--- config.mk ---
export PLATFORM = sky130hd
export DESIGN_NAME = irr_param
export DESIGN_NICKNAME = d
export VERILOG_FILES = /design/src/rtl/pic_pkg.sv /design/src/rtl/irr_param_input_cond.sv /design/src/rtl/irr_param.sv
export SDC_FILE = /design/constraint.sdc
export NUM_CORES = 1
export LEC_CHECK = 0
export CAP_MARGIN = 10
export CORE_UTILIZATION = 38
export DETAILED_ROUTE_END_ITERATION = 16
export HOLD_SLACK_MARGIN = 0.08
export SKIP_CTS_REPAIR_TIMING = 1
export SYNTH_ARGS = -nofsm -noshare
export SYNTH_HDL_FRONTEND = slang
export SYNTH_SLANG_ARGS = --single-unit
--- constraint.sdc ---
create_clock -name clk -period 4.1 [get_ports clk]
set_input_delay 0.82 -clock clk [delete_from_list [all_inputs] [get_ports clk]]
set_output_delay 0.82 -clock clk [all_outputs]
set_load 0.05 [all_outputs]
--- src/rtl/pic_pkg.sv ---
// Shared definitions for the PIC request and in-service blocks: trigger
// constants, index sizing and the rotating priority resolver.
package pic_pkg;

  localparam int   MAX_IR     = 32;
  localparam logic TRIG_EDGE  = 1'b0;
  localparam logic TRIG_LEVEL = 1'b1;

  typedef struct packed {
    logic       valid;
    logic [4:0] idx;
  } prio_res_t;

  function automatic int idx_width(input int n);
    return (n <= 2) ? 1 : $clog2(n);
  endfunction

  // Rotate so that channel 'base' sits at bit 0, take the lowest set bit,
  // then map the position back to an absolute channel number.
  function automatic prio_res_t prio_resolve(input logic [MAX_IR-1:0] v,
                                             input int n, input int base);
    logic [MAX_IR-1:0] rot;
    logic [4:0]        j;
    prio_res_t         res;
    int                b;
    b   = (base >= n || base < 0) ? 0 : base;
    rot = '0;
    for (int k = 0; k < MAX_IR; k++) begin
      if (k < n) begin
        j      = 5'((k + b >= n) ? (k + b - n) : (k + b));
        rot[k] = v[j];
      end
    end
    res = '0;
    for (int k = MAX_IR - 1; k >= 0; k--) begin
      if (rot[k]) begin
        res.valid = 1'b1;
        res.idx   = 5'((k + b >= n) ? (k + b - n) : (k + b));
      end
    end
    return res;
  endfunction

endpackage

--- src/rtl/irr_param_input_cond.sv ---
// Per-channel input conditioning: synchroniser chain, previous-sample flop,
// rising-edge and trigger-mode-change detection.
module ir_input_cond
  import pic_pkg::*;
#(
  parameter int SYNC_STAGES = 2
) (
  input  logic clk,
  input  logic reset,
  input  logic ir,
  input  logic level_mode,
  output logic s,
  output logic rise,
  output logic mode_changed
);

  logic [SYNC_STAGES-1:0] sync_q;
  logic                   p_q;
  logic                   mode_q;

  // NOTE: clocked state uses non-blocking assignments so every flop samples
  // pre-edge values; the reset branch is in the sensitivity list, making it
  // asynchronous.
  always_ff @(posedge clk or posedge reset) begin
    if (reset) begin
      sync_q <= '0;
      p_q    <= 1'b0;
      mode_q <= TRIG_EDGE;
    end else begin
      sync_q <= {sync_q[SYNC_STAGES-2:0], ir};
      // On a mode change p also follows s, so no edge appears afterwards.
      p_q    <= sync_q[SYNC_STAGES-1];
      mode_q <= level_mode;
    end
  end

  assign s            = sync_q[SYNC_STAGES-1];
  assign rise         = s & ~p_q;
  assign mode_changed = level_mode ^ mode_q;

endmodule

--- src/rtl/irr_param.sv ---
// Parametrised interrupt request register: synchronised edge/level capture,
// acknowledge clear and rotating-priority selection of the next request.
module irr_param
  import pic_pkg::*;
#(
  parameter  int NUM_IR      = 8,
  parameter  int SYNC_STAGES = 2,
  localparam int IDXW        = idx_width(NUM_IR)
) (
  input  logic              clk,
  input  logic              reset,
  input  logic [NUM_IR-1:0] ir,
  input  logic [NUM_IR-1:0] level_mode,
  input  logic [NUM_IR-1:0] imr,
  input  logic              clr_valid,
  input  logic [IDXW-1:0]   clr_idx,
  input  logic [IDXW-1:0]   prio_base,
  output logic [NUM_IR-1:0] irr,
  output logic              int_req,
  output logic              hp_valid,
  output logic [IDXW-1:0]   hp_idx,
  output logic [NUM_IR-1:0] hp_onehot
);

  logic [NUM_IR-1:0] s;
  logic [NUM_IR-1:0] rise;
  logic [NUM_IR-1:0] mode_changed;
  logic [NUM_IR-1:0] clr_hit;
  prio_res_t         res;

  for (genvar i = 0; i < NUM_IR; i++) begin : g_ch
    ir_input_cond #(
      .SYNC_STAGES (SYNC_STAGES)
    ) u_cond (
      .clk          (clk),
      .reset        (reset),
      .ir           (ir[i]),
      .level_mode   (level_mode[i]),
      .s            (s[i]),
      .rise         (rise[i]),
      .mode_changed (mode_changed[i])
    );
  end

  // NOTE: defaulting clr_hit before the conditional write keeps this purely
  // combinational; without it a latch would be inferred.
  always_comb begin
    clr_hit = '0;
    if (clr_valid && int'(clr_idx) < NUM_IR) clr_hit[clr_idx] = 1'b1;
  end

  always_ff @(posedge clk or posedge reset) begin
    if (reset) begin
      irr <= '0;
    end else begin
      for (int i = 0; i < NUM_IR; i++) begin
        if (mode_changed[i])
          irr[i] <= 1'b0;
        else if (level_mode[i] == TRIG_LEVEL)
          irr[i] <= s[i] & ~clr_hit[i];
        else
          // A fresh edge beats a simultaneous acknowledge so nothing is lost.
          irr[i] <= rise[i] | (irr[i] & ~clr_hit[i]);
      end
    end
  end

  assign res       = prio_resolve(MAX_IR'(irr & ~imr), NUM_IR, int'(prio_base));
  assign int_req   = res.valid;
  assign hp_valid  = res.valid;
  assign hp_idx    = IDXW'(res.idx);
  assign hp_onehot = res.valid ? (NUM_IR'(1) << res.idx) : '0;

endmodule

=== After elaboration in Yosys (flattened, before gate mapping) ===
Index checks and enable logic that the tools add are counted.

* Mux-type cells: 52
* Reductions and logical operators: 1
* $add $sub $neg: 15
* Shift operators: 1
* Bitwise logic cells: 58
* Order comparisons: 18

{| class="wikitable"
|+ Operators with widths
! operator !! count
|-
| greater-or-equal comparator 32 x 5 -> 1 bit, second input constant || 7
|-
| < comparator 5 x 6 -> 1 bit, second input constant || 8
|-
| 2-to-1 mux 6 bit || 8
|-
| binary-select mux 1 bit (select 5 bit) || 8
|-
| 2-to-1 mux 5 bit || 8
|-
| subtractor 4 x 4 -> 5 bit, second input constant || 7
|-
| bitwise AND 8 x 32 -> 32 bit || 1
|-
| inverter 8 -> 32 bit || 1
|-
| 2-to-1 mux 1 bit || 25
|-
| bitwise AND 1 bit || 24
|-
| adder 3 x 3 -> 4 bit, first input constant || 4
|-
| 2-to-1 mux 8 bit || 2
|-
| inverter 1 bit || 16
|-
| adder 2 x 3 -> 4 bit, first input constant || 2
|-
| OR 1 bit || 8
|-
| << shifter 1 x 5 -> 8 bit, first input constant || 1
|-
| bitwise XOR 1 bit || 8
|-
| subtractor 3 x 4 -> 5 bit, second input constant || 1
|-
| adder 1 x 3 -> 4 bit, first input constant || 1
|-
| greater-or-equal comparator 3 x 4 -> 1 bit, second input constant || 1
|-
| < comparator 3 x 4 -> 1 bit, second input constant || 1
|-
| demux 1 bit (select 3 bit) || 1
|-
| greater-or-equal comparator 3 x 1 -> 1 bit, second input constant || 1
|-
| logical AND 1 bit || 1
|}

* Input port bits: 33
* Flip-flop bits (word level): 40
* Logic and storage cells: 170
* Output and inout port bits: 21

=== Depth between registers and ports, before layout ===
Gate-level depths: netlist of run 1.

* Depth in word-level cells: 15
* Gate-level depth with buffers: 13
* Gate-level depth less buffers: 12

=== By module ===
From an unflattened synthesis of run 1, not the netlist that was laid out.

* Cell total of the unflattened synthesis: 251
* Area, all modules: 2602.5 um^2

{| class="wikitable"
|+ By module, submodules not included
! module !! seq. area each (um^2) !! area an instance (um^2) !! times used !! cells each
|-
| irr_param || 200.2 || 1651.6 || 1 || 195
|-
| ir_input_cond || 100.1 || 118.9 || 8 || 7
|}

=== Least setup slack after synthesis of run 1 ===
OpenSTA, ideal clock, no wires.

* Path kind: input -> output
* Start: input prio_base[0]
* End: output hp_onehot[4]
* Cell stages on the path: 12
* Path buffers: 2
* Path slack: -0.920 ns
* Required time: 3.280 ns
* Arrival time: 4.200 ns
* Cell sequence: buf_6 -> inv_2 -> ha_1 -> buf_2 -> or4bb_1 -> and4_4 -> mux2i_4 -> a2111oi_4 -> a2bb2oi_1 -> and2_4 -> clkinv_2 -> nor3_1

* Longest elaborated chain between the ends: 15
* Elaborated cells between the ends (all ways): 57
* Those cells by class: 15 x add/sub; 8 x order compare; 1 x shift; 33 x mux

{| class="wikitable"
|+ Ends and longest elaborated chain
! item !! RTL line !! source
|-
| start, declared || irr_param.sv:17 || <nowiki>input logic [IDXW-1:0] prio_base,</nowiki>
|-
| adder 3 x 3 -> 4 bit || pic_pkg.sv:30, pic_pkg.sv:38 ||
|-
| greater-or-equal comparator 32 x 5 -> 1 bit / subtractor 4 x 4 -> 5 bit (equally long branches) || pic_pkg.sv:30, pic_pkg.sv:38 ||
|-
| 2-to-1 mux 5 bit || pic_pkg.sv:30, pic_pkg.sv:38 ||
|-
| binary-select mux 1 bit (select 5 bit) || pic_pkg.sv:31 || <nowiki>rot[k] = v[j];</nowiki>
|-
| 2-to-1 mux 1 bit (not written as such) || pic_pkg.sv:31 ||
|-
| 2-to-1 mux 6 bit (7 in series) || pic_pkg.sv:36 || <nowiki>if (rot[k]) begin</nowiki>
|-
| 2-to-1 mux 6 bit * || pic_pkg.sv:36 ||
|-
| via hp_idx[1] || irr_param.sv:21 || <nowiki>output logic [IDXW-1:0] hp_idx,</nowiki>
|-
| << shifter 1 x 5 -> 8 bit * || irr_param.sv:72 || <nowiki>assign hp_onehot = res.valid ? (NUM_IR'(1) << res.idx) : '0;</nowiki>
|-
| 2-to-1 mux 8 bit * || irr_param.sv:72 ||
|-
| end, declared || irr_param.sv:22 || <nowiki>output logic [NUM_IR-1:0] hp_onehot</nowiki>
|}

Mark *: on every way through the listed nets, which the timed path passes. The rest lies on a longest branch. The select of a mux whose other input is x is not followed.

=== Worst setup path after layout of run 1 ===
* Start: input prio_base[0]
* End: output hp_onehot[6]

* Longest elaborated chain between the ends: 15
* Elaborated cells between the ends (all ways): 57
* Those cells by class: 15 x add/sub; 8 x order compare; 1 x shift; 33 x mux

{| class="wikitable"
|+ Ends and longest elaborated chain
! item !! RTL line
|-
| adder 3 x 3 -> 4 bit || pic_pkg.sv:30, pic_pkg.sv:38
|-
| greater-or-equal comparator 32 x 5 -> 1 bit / subtractor 4 x 4 -> 5 bit (equally long branches) || pic_pkg.sv:30, pic_pkg.sv:38
|-
| 2-to-1 mux 5 bit || pic_pkg.sv:30, pic_pkg.sv:38
|-
| binary-select mux 1 bit (select 5 bit) || pic_pkg.sv:31
|-
| 2-to-1 mux 1 bit (not written as such) || pic_pkg.sv:31
|-
| 2-to-1 mux 6 bit (7 in series) || pic_pkg.sv:36
|-
| 2-to-1 mux 6 bit * || pic_pkg.sv:36
|-
| << shifter 1 x 5 -> 8 bit || irr_param.sv:72
|-
| 2-to-1 mux 8 bit * || irr_param.sv:72
|}

Every way passes the cells marked *; elsewhere a longest branch is shown, timed or not. The select of a mux whose other input is x is not followed.

==> metrics.txt, run 1 <==
outcome complete, but fails checks; failing checks design-rule violations; Max-Cap Viols 0; Async SR Flop Fraction 100%; RSZ-0062 raised after global routing yes; Final min period 4050 ps; Die W 84.3 um; Post-Synthesis Cell Area 0.00257 sq mm; Buffers & Inverters on Critical Path 4; XOR/XNOR Fraction of Synth Area 1.70%; Synth Area in Simple Gates 20.0%; I/O Pins 54; clock root buffer clkbuf_8; max incr delay on CP 540 ps; gpl congestion 0.855; drt first pass iters 10; utilization after layout 64.4%; Final HPWL DP 5360 um; global-route wire length before repair 10900 um; CTS max path bufs 2; H-tree lvl count 2; ANT cells 0; Post-Synth Adder-Cell Area 2.92%; mux cell area share after synthesis 16.0%; net count reported at finish 368; syn_nets 265; CTS tree done; FMAX 0.247 GHz; Power Density 371 mW/mm^2; WS Path Type input port to primary output; Crit-path slowest cell or4bb_1; core area 0.00646 sq mm; Mapped Cells 226; critical path fanouts, max 6; peak supply drop 0.425 mV; CP startpoint kind input port; critical path's top delay family simple AND/OR/NAND/NOR gates; Post-synth EDFFs 0; clk_lat worst skew 290 ps; Yosys warnings 0; commonest non-fill, non-tap cell in the layout buf_4; Clock Sinks 40; Leak 1.78 nW; Slew HR 65.9%; GRT Overall Usage 19.5%; Die Y 84.3 um; die area 0.00711 sq mm; Worst Setup End Kind primary output; largest family of logic cells by synthesized area simple AND/OR/NAND/NOR gates; crit path cell chain buf_12 -> inv_12 -> ha_4 -> or4bb_1 -> and4_4 -> mux2_4 -> nor3_4 -> o211ai_1 -> and2_4 -> buf_6 -> nor3_4 -> buf_12; antenna violations before repair 0; site row count 29; Vias/cell 5.54; crit share post-route 98.7%; final setup fails 0; port bufs 53; worst slew pin tran 510 ps; final hold vios 0; Synth cell types 58; WP data required 3280 ps; Design Power 1.54 mW; WL final 6770 um; post-detailed-route wirelength per cell 16.7 um; DRC errors left 2; post-synthesis sequential area ratio 38.9%; synthesized area per cell 11.4 sq um; final hold slack 343 ps; CTS clk-pin slew, worst paths 70 ps; Inserted Clock Buffers 5; Starting Density 39.8%; post-synthesis compound-gate area fraction 16.6%; maximum number of pins on one net before global-route repair 41; skew final 10.0 ps; layout cells sized above 1 43.2%; Vias 2250; Synth Flop Type dfrtp_1; grt ovf 0; Area Growth Syn to Fin 61.5%; DR iter-0 viols 51; most frequent cells in the layout buf_4, dfrtp_1, clkdlybuf4s50_1; Seq cells post-synth 40; number of global-route vias before repair 2226; Final Max Slew Viols 0; Crit path arrival time 3230 ps; worst min-delay path class flip-flop to flip-flop; post-route ant nets 0
-- report_power, final --
| group | switching [mW] | total (mW) | internal [mW] |
|---|---|---|---|
| sequential | 0.0191 | 0.436 | 0.416 |
| clock | 0.122 | 0.362 | 0.239 |
| combinational | 0.375 | 0.747 | 0.372 |
-- metrics by stage --
stage	setup WS (ps)	cells	setup TNS [ps]	cell area, sq um
global placement	-487	395	-5020	3750
finish	52.3	406	0	4160
floorplan	-1.99	226	-3.98	2700
CTS	-499	402	-5210	3880
detailed placement	-498	395	-5180	3750
global route	-19.2	406	-52.8	4160
-- state kept, by name, indices dropped and copies added (netlist names) --
signal and flops:
g_ch.u_cond.p_q 8, irr 8, g_ch.u_cond.mode_q 8, g_ch.u_cond.sync_q 16
-- Yosys cell counts (2+ instances only) --
library cell / instances / area [sq um]
nor3_1: 6 / 30.0
a211oi_1: 4 / 30.0
nand2b_1: 9 / 56.3
mux2_2: 2 / 22.5
a211o_1: 2 / 17.5
buf_2: 2 / 10.0
nor2b_1: 13 / 81.3
a32o_1: 8 / 80.1
a21o_1: 2 / 15.0
nor2_1: 12 / 45.0
nand3_1: 13 / 65.1
a21oi_1: 4 / 20.0
dfrtp_1: 40 / 1000
and3b_1: 2 / 17.5
inv_2: 4 / 15.0
nor3_2: 2 / 20.0
ha_1: 6 / 75.1
o31ai_1: 8 / 60.1
mux4_2: 11 / 248
nand2_1: 10 / 37.5
or4bb_1: 2 / 22.5
buf_4: 2 / 15.0
and4_1: 2 / 17.5
nor3b_1: 3 / 22.5
a31oi_1: 4 / 25.0
inv_1: 5 / 18.8
o21ai_0: 3 / 15.0
mux2i_1: 12 / 120
o211ai_1: 2 / 15.0
a2bb2oi_1: 2 / 17.5
o221a_2: 2 / 22.5
-- final timing paths --
kind                                           from                       end  slack (ps)  cells past startpoint
setup / recovery                       prio_base[0]              hp_onehot[6]          50                     12
max in group asynchronous                     reset     g_ch[4].u_cond.mode_q        2820                      3
hold reg to reg            g_ch[6].u_cond.sync_q[0]  g_ch[6].u_cond.sync_q[1]         340                      0
hold / removal             g_ch[6].u_cond.sync_q[0]  g_ch[6].u_cond.sync_q[1]         340                      0
min in group asynchronous                     reset  g_ch[0].u_cond.sync_q[0]         940                      3
setup reg to reg              g_ch[6].u_cond.mode_q                    irr[6]        3230                      3
-- layer usage --
metal | wire length (um) | GRT usage, %
met1 | 2960 | 25.1
met2 | 3530 | 34.6
met3 | 196 | 2.56
met4 | 77 | 5.02
met5 | 0 | 0
-- cells by family (layout without fill, tap and decap cells) --
| family | after synthesis | count (layout) |
|---|---|---|
| fa+ha+maj | 6 | 6 |
| compound gates | 49 | 49 |
| mux | 26 | 26 |
| simple gates | 86 | 86 |
| flops | 40 | 40 |
| xor+xnor | 2 | 2 |
| buf+inv | 17 | 120 |
-- cell type report --
class / count / area, sq um
Sequential cell: 40 / 1000
Multi-Input combinational cell: 169 / 1740
Fill cell: 501 / 2300
Tap cell: 77 / 96.3
Clock buffer: 5 / 68.8
Clock inverter: 2 / 60.1
Inverter: 10 / 67.6
Timing Repair Buffer: 103 / 1130
(Power assumes the default switching activity.)
==> run 2: changes to the inputs <==
--- a/config.mk
+++ b/config.mk
@@ -8,6 +8,7 @@
 export CAP_MARGIN = 10
 export CORE_UTILIZATION = 38
 export DETAILED_ROUTE_END_ITERATION = 16
+export DONT_BUFFER_PORTS = 1
 export HOLD_SLACK_MARGIN = 0.08
 export SKIP_CTS_REPAIR_TIMING = 1
 export SYNTH_ARGS = -nofsm -noshare
==> run 2 against run 1 <==
The flow still finishes with violations (design-rule violations). Routed wire length shrank 13%. Count of clock-buffer cells in the layout rose by 3. Critical path depth fell by 1. Setup slack gained 72 ps. Global-route usage decreased by 2.1 points. Die area unchanged. Clock skew fell by 4.4 ps. Sequential share of layout area rose by 8.6 points. Core utilization down 17 points. Non-clock buffer count decreased by 81. Largest power group unchanged. Highest routed layer unchanged.
==> metrics.txt, run 2 (synthesis results as in run 1) <==
maximum number of pins on one net before global-route repair 41 (unchanged); utilization after layout 47.4% (-17 points); Die Y 84.3 um (unchanged); commonest non-fill, non-tap cell in the layout dfrtp_1; crit share post-route 97.0% (-1.8 points); CTS clk-pin slew, worst paths 70 ps (about the same); CTS max path bufs 2 (unchanged); Vias 1928 (-14%); max FFs per register 16 (unchanged); number of global-route vias before repair 1899 (-15%); RSZ-0062 raised after global routing no; WS Path Type input port to primary output; antenna violations before repair 0 (unchanged); worst min-delay path class flip-flop to flip-flop; GRT Overall Usage 17.4% (-2.1 points); most frequent cells in the layout dfrtp_1, buf_4, nor2b_1, nand3_1; Gate power share 41.3% (-7.1 points); post-route cell area 0.00306 sq mm (-26%); share of power burned in registers 36.8% (+8.6 points); worst slew pin tran 474 ps (-35.8 ps); DR iter-0 viols 166 (+230%); Vias/cell 5.91 (+6.7%); drt first pass iters 10 (unchanged); Crit path arrival time 3160 ps (-70 ps); Most Crowded Layer GR met2; post-detailed-route wirelength per cell 18.0 um (+7.9%); Max-Cap Viols 0 (unchanged); Final HPWL DP 4670 um (-13%); FMAX 0.252 GHz (+1.8%); final setup fails 0 (unchanged); post-route ant nets 0 (unchanged); net count reported at finish 287 (-22%); Slew HR 68.4% (+2.5 points); final hold vios 0 (unchanged); die area 0.00711 sq mm (unchanged); critical path fanouts, max 17 (+11); H-tree lvl count 2 (unchanged); DRC errors left 1 (-1); switching part of the total 37.1% (+3.7 points); Final min period 3980 ps (-72.1 ps); Clock Sinks 40 (unchanged); Final Max Slew Viols 0 (unchanged); Int Power 0.737 mW (-28%); Filler Cells Inserted 600 (+20%); site row count 29 (unchanged); GR Util met3 5.41% (+2.9 points); layout cells sized above 1 27.7% (-15 points); gpl congestion 0.852 (-0.25%); Worst Setup End Kind primary output; Starting Density 39.8% (unchanged); WL final 5870 um (-13%); Inserted Clock Buffers 5 (unchanged); failing checks design-rule violations; WP data required 3280 ps (about the same); port bufs 0 (-100%); CP startpoint kind input port; global-route wire length before repair 9540 um (-12%); peak supply drop 0.331 mV (-22%); Power Density 383 mW/mm^2 (+3.2%); core area 0.00646 sq mm (unchanged); clock root buffer clkbuf_8; Die W 84.3 um (unchanged); Leak 1.23 nW (-31%); dpl cell area 0.00296 sq mm (-21%); clock power share 21.9% (-1.5 points); I/O Pins 54 (unchanged); CTS tree done; skew final 5.63 ps (-4.39 ps); Area Growth Syn to Fin 18.9%; largest register by flop count g_ch.u_cond.sync_q; ANT cells 0 (unchanged); met1 Use GR 20.7% (-4.5 points); M2 GR Usage 29.3% (-5.3 points); clk_lat worst skew 280 ps (about the same); grt ovf 0 (unchanged); outcome complete, but fails checks; sw power 0.435 mW (-16%)
==> run 2: cell types whose count changed in the layout (fill, tap and decap cells not counted), moves of 4 or more <==
| cell | previous run | this run |
|---|---|---|
| clkdlybuf4s50_1 | 29 | 0 |
| buf_4 | 44 | 16 |
| buf_12 | 18 | 6 |
| dlymetal6s2s_1 | 9 | 0 |
| nor2b_1 | 7 | 13 |
| mux2i_1 | 7 | 12 |
| nand2b_1 | 4 | 9 |
| nand2b_4 | 5 | 0 |
| mux2i_2 | 4 | 0 |
==> run 2: area by class of cell <==
cell class                 instances  area, sq um  area share [%]
inverter                          10         65.1            2.13
sequential                        40         1000            32.7
clock buffer                       8         90.1            2.94
multi-input combinational        169         1570            51.2
tap                               77         96.3            3.15
timing repair buffer              22          240            7.85
==> run 2: path summary, 6_finish.rpt <==
kind,startpoint,end,slack [ps],cells past startpoint
hold / removal,g_ch[0].u_cond.sync_q[0],g_ch[0].u_cond.sync_q[1],340,0
min in group asynchronous,reset,g_ch[2].u_cond.p_q,540,2
max in group asynchronous,reset,g_ch[5].u_cond.sync_q[1],3230,2
hold reg to reg,g_ch[0].u_cond.sync_q[0],g_ch[0].u_cond.sync_q[1],340,0
setup reg to reg,irr[4],irr[4],3100,2
setup / recovery,prio_base[1],hp_onehot[5],120,11
==> run 2: power by group through the flow <==
stage	Combinational [mW]	Sequential (mW)	Clock [mW]
2_1_floorplan	0.357	0.457	0
3_3_place_gp	0.481	0.438	0
3_5_place_dp	0.482	0.439	0
4_1_cts	0.483	0.432	0.264
5_1_grt	0.513	0.434	0.284
6_report	0.484	0.432	0.256
==> run 2: critical path, stage by stage <==
cell	delay, ps
inv_2	100
ha_4	230
or4b_1	550
and4_4	230
mux2i_4	220
a2111oi_4	120
a2bb2oi_1	150
and2_4	260
clkinv_8	90
nor3_4	200
buf_12	160
==> run 2: stage by stage <==
stage	power, mW	worst slack [ps]	hold slack (ps)	setup TNS (ps)	instances
floorplan	0.814	-1.99	331	-3.98	226
global placement	0.918	122	334	0	318
detailed placement	0.921	86.2	335	0	318
CTS	1.18	86.4	347	0	326
global route	1.23	1.00	357	0	326
finish	1.17	124	342	0	326
==> run 2: layer usage <==
metal  routed length, um  share of wire, %
met5                   0                 0
met4                  83               1.4
met3                 399               6.8
met2                3020                52
met1                2360                40
==> run 3: changes to the inputs <==
--- a/config.mk
+++ b/config.mk
@@ -6,10 +6,11 @@
 export NUM_CORES = 1
 export LEC_CHECK = 0
 export CAP_MARGIN = 10
-export CORE_UTILIZATION = 38
+export CORE_UTILIZATION = 41
 export DETAILED_ROUTE_END_ITERATION = 16
 export DONT_BUFFER_PORTS = 1
 export HOLD_SLACK_MARGIN = 0.08
+export RECOVER_POWER = 25
 export SKIP_CTS_REPAIR_TIMING = 1
 export SYNTH_ARGS = -nofsm -noshare
 export SYNTH_HDL_FRONTEND = slang
==> run 3 against run 2 <==
The run now ends clean. Sequential power is essentially flat. First-iteration DRC count shrank 7.8%. Sequential cell count unchanged. Final cell count down 0.31%. Fmax increased by 0.33%. Worst hold slack got worse by 36 ps. Largest cell class unchanged.
==> metrics.txt, run 3 (synthesis results as in run 1) <==
outcome complete, no violations; FMAX 0.252 GHz (+0.33%); crit share post-route 96.7% (-0.32 points); grt ovf 0 (unchanged); WL final 5720 um (-2.5%); CTS clk-pin slew, worst paths 70 ps (about the same); layout cells sized above 1 28.8% (+1.1 points); WS Path Type input port to primary output; final hold vios 0 (unchanged); crit-path most repeated cell and4_4; sw power 0.439 mW (+0.86%); worst slew pin tran 555 ps (+81.2 ps); Starting Density 43.0% (+3.1 points); Worst Setup End Kind primary output; post-route ant nets 0 (unchanged); Clock Sinks 40 (unchanged); critical path's top delay family simple AND/OR/NAND/NOR gates; Final Max Slew Viols 0 (unchanged); Final HPWL DP 4600 um (-1.6%); gpl congestion 0.871 (+2.2%); final setup fails 0 (unchanged); skew final 6.49 ps (+0.857 ps); placed insts 317 (-0.31%); worst min-delay path class input port to asynchronous set/reset pin; critical path fanouts, max 17 (unchanged); global-route wire length before repair 9520 um (-0.21%); Crit-path slowest cell or4b_1; Leak 1.24 nW (+0.80%); WP data required 3280 ps (about the same); Power Density 384 mW/mm^2 (about the same); Final min period 3960 ps (-12.9 ps); DR iter-0 viols 153 (-7.8%); max FFs per register 16 (unchanged); Area Growth Syn to Fin 18.9% (unchanged); Design Power 1.17 mW (about the same); DRC errors left 0 (-1); Crit path arrival time 3140 ps (-20 ps); final hold slack 306 ps (-35.8 ps); number of global-route vias before repair 1935 (+1.9%); utilization after layout 51.1% (+3.7 points); antenna violations before repair 0 (unchanged); Slew HR 63.0% (-5.4 points); Vias/cell 5.98 (+1.1%); largest register by flop count g_ch.u_cond.sync_q; WL met1 2330 um (-1.3%); most frequent cells in the layout dfrtp_1, buf_4, nor2b_1, nand3_1; top layer in use met4; Filler Cells Inserted 514 (-14%); Int Power 0.734 mW (-0.36%); clk_lat worst skew 290 ps (about the same); commonest non-fill, non-tap cell in the layout dfrtp_1; Gate power share 41.2% (about the same); max incr delay on CP 550 ps (about the same); worst setup margin 137 ps (+12.9 ps); clock root buffer clkbuf_8; port bufs 0 (unchanged); Die Y 81.2 um (-3.6%); Max-Cap Viols 0 (unchanged); CP startpoint kind input port; RSZ-0062 raised after global routing no; share of power burned in registers 36.9% (about the same); core area 0.00599 sq mm (-7.2%); die area 0.00660 sq mm (-7.1%); Inserted Clock Buffers 5 (unchanged); met2 WL 2840 um (-6.0%); clock power share 21.9% (about the same); maximum number of pins on one net before global-route repair 37 (-9.8%); I/O Pins 54 (unchanged); ANT cells 0 (unchanged); GRT Overall Usage 19.4% (+2.0 points); Vias 1943 (+0.78%); crit path cell chain inv_2 -> ha_4 -> or4b_1 -> and4_4 -> mux2_2 -> nor3_1 -> o211ai_1 -> and2_4 -> clkinv_8 -> and4_4; net count reported at finish 288 (+0.35%); Layout Cells excl Fill 325 (-0.31%); peak supply drop 0.365 mV (+10%); Place WS 78.3 ps (-7.97 ps); post-detailed-route wirelength per cell 17.6 um (-2.2%); drt first pass iters 4 (-6); Die W 81.2 um (-3.6%); H-tree lvl count 2 (unchanged); switching part of the total 37.4% (+0.28 points); Buffers & Inverters on Critical Path 2 (-1); CTS tree done; CTS max path bufs 2 (unchanged); Met3 Routed Length 387 um (-3.0%); site row count 28 (-3.4%)
run 3: cell count changes in the layout (fill, tap and decap cells not counted), sizes merged:
cell    previous run  this run
clkbuf             8         6
clkinv             1         3
buf               22        23
run 3: power by group through the flow:
stage	Sequential (mW)	Combinational (mW)	Clock, mW
after detailed placement	0.441	0.483	0
final	0.433	0.483	0.257
after global routing	0.436	0.512	0.280
after global placement	0.440	0.482	0
after floorplan	0.457	0.357	0
after CTS	0.433	0.485	0.267
run 3: cell type report:
cell class | count | area (sq um) | share of cell area [%]
Multi-Input combinational cell | 169 | 1560 | 51.0
Sequential cell | 40 | 1000 | 32.7
Clock inverter | 2 | 10.0 | 0.327
Inverter | 10 | 65.1 | 2.13
Tap cell | 75 | 93.8 | 3.07
Clock buffer | 6 | 82.6 | 2.70
Timing Repair Buffer | 23 | 248 | 8.10
run 3: stage by stage:
stage	setup TNS (ps)	cell area, sq um
6_report	0	3060
5_1_grt	0	3060
4_1_cts	0	3060
3_5_place_dp	0	2970
3_3_place_gp	0	2970
2_1_floorplan	-3.98	2700
run 3: worst paths after layout:
check	from	end	slack [ps]	cells past startpoint
worst max-delay path	prio_base[1]	hp_onehot[2]	140	10
worst min-delay path	reset	g_ch[0].u_cond.p_q	310	1
worst max register to register	irr[3]	irr[3]	3070	1
worst min register to register	g_ch[2].u_cond.sync_q[0]	g_ch[2].u_cond.sync_q[1]	350	0
max in group asynchronous	reset	g_ch[5].u_cond.p_q	3120	2
min in group clk	g_ch[2].u_cond.sync_q[0]	g_ch[2].u_cond.sync_q[1]	350	0
run 3: routing by layer:
layer	up-vias	GRT usage, %
met1	946	24.1
met2	62	31.7
met3	12	5.17
met4	0	8.57
li1	923	-
met5	-	0
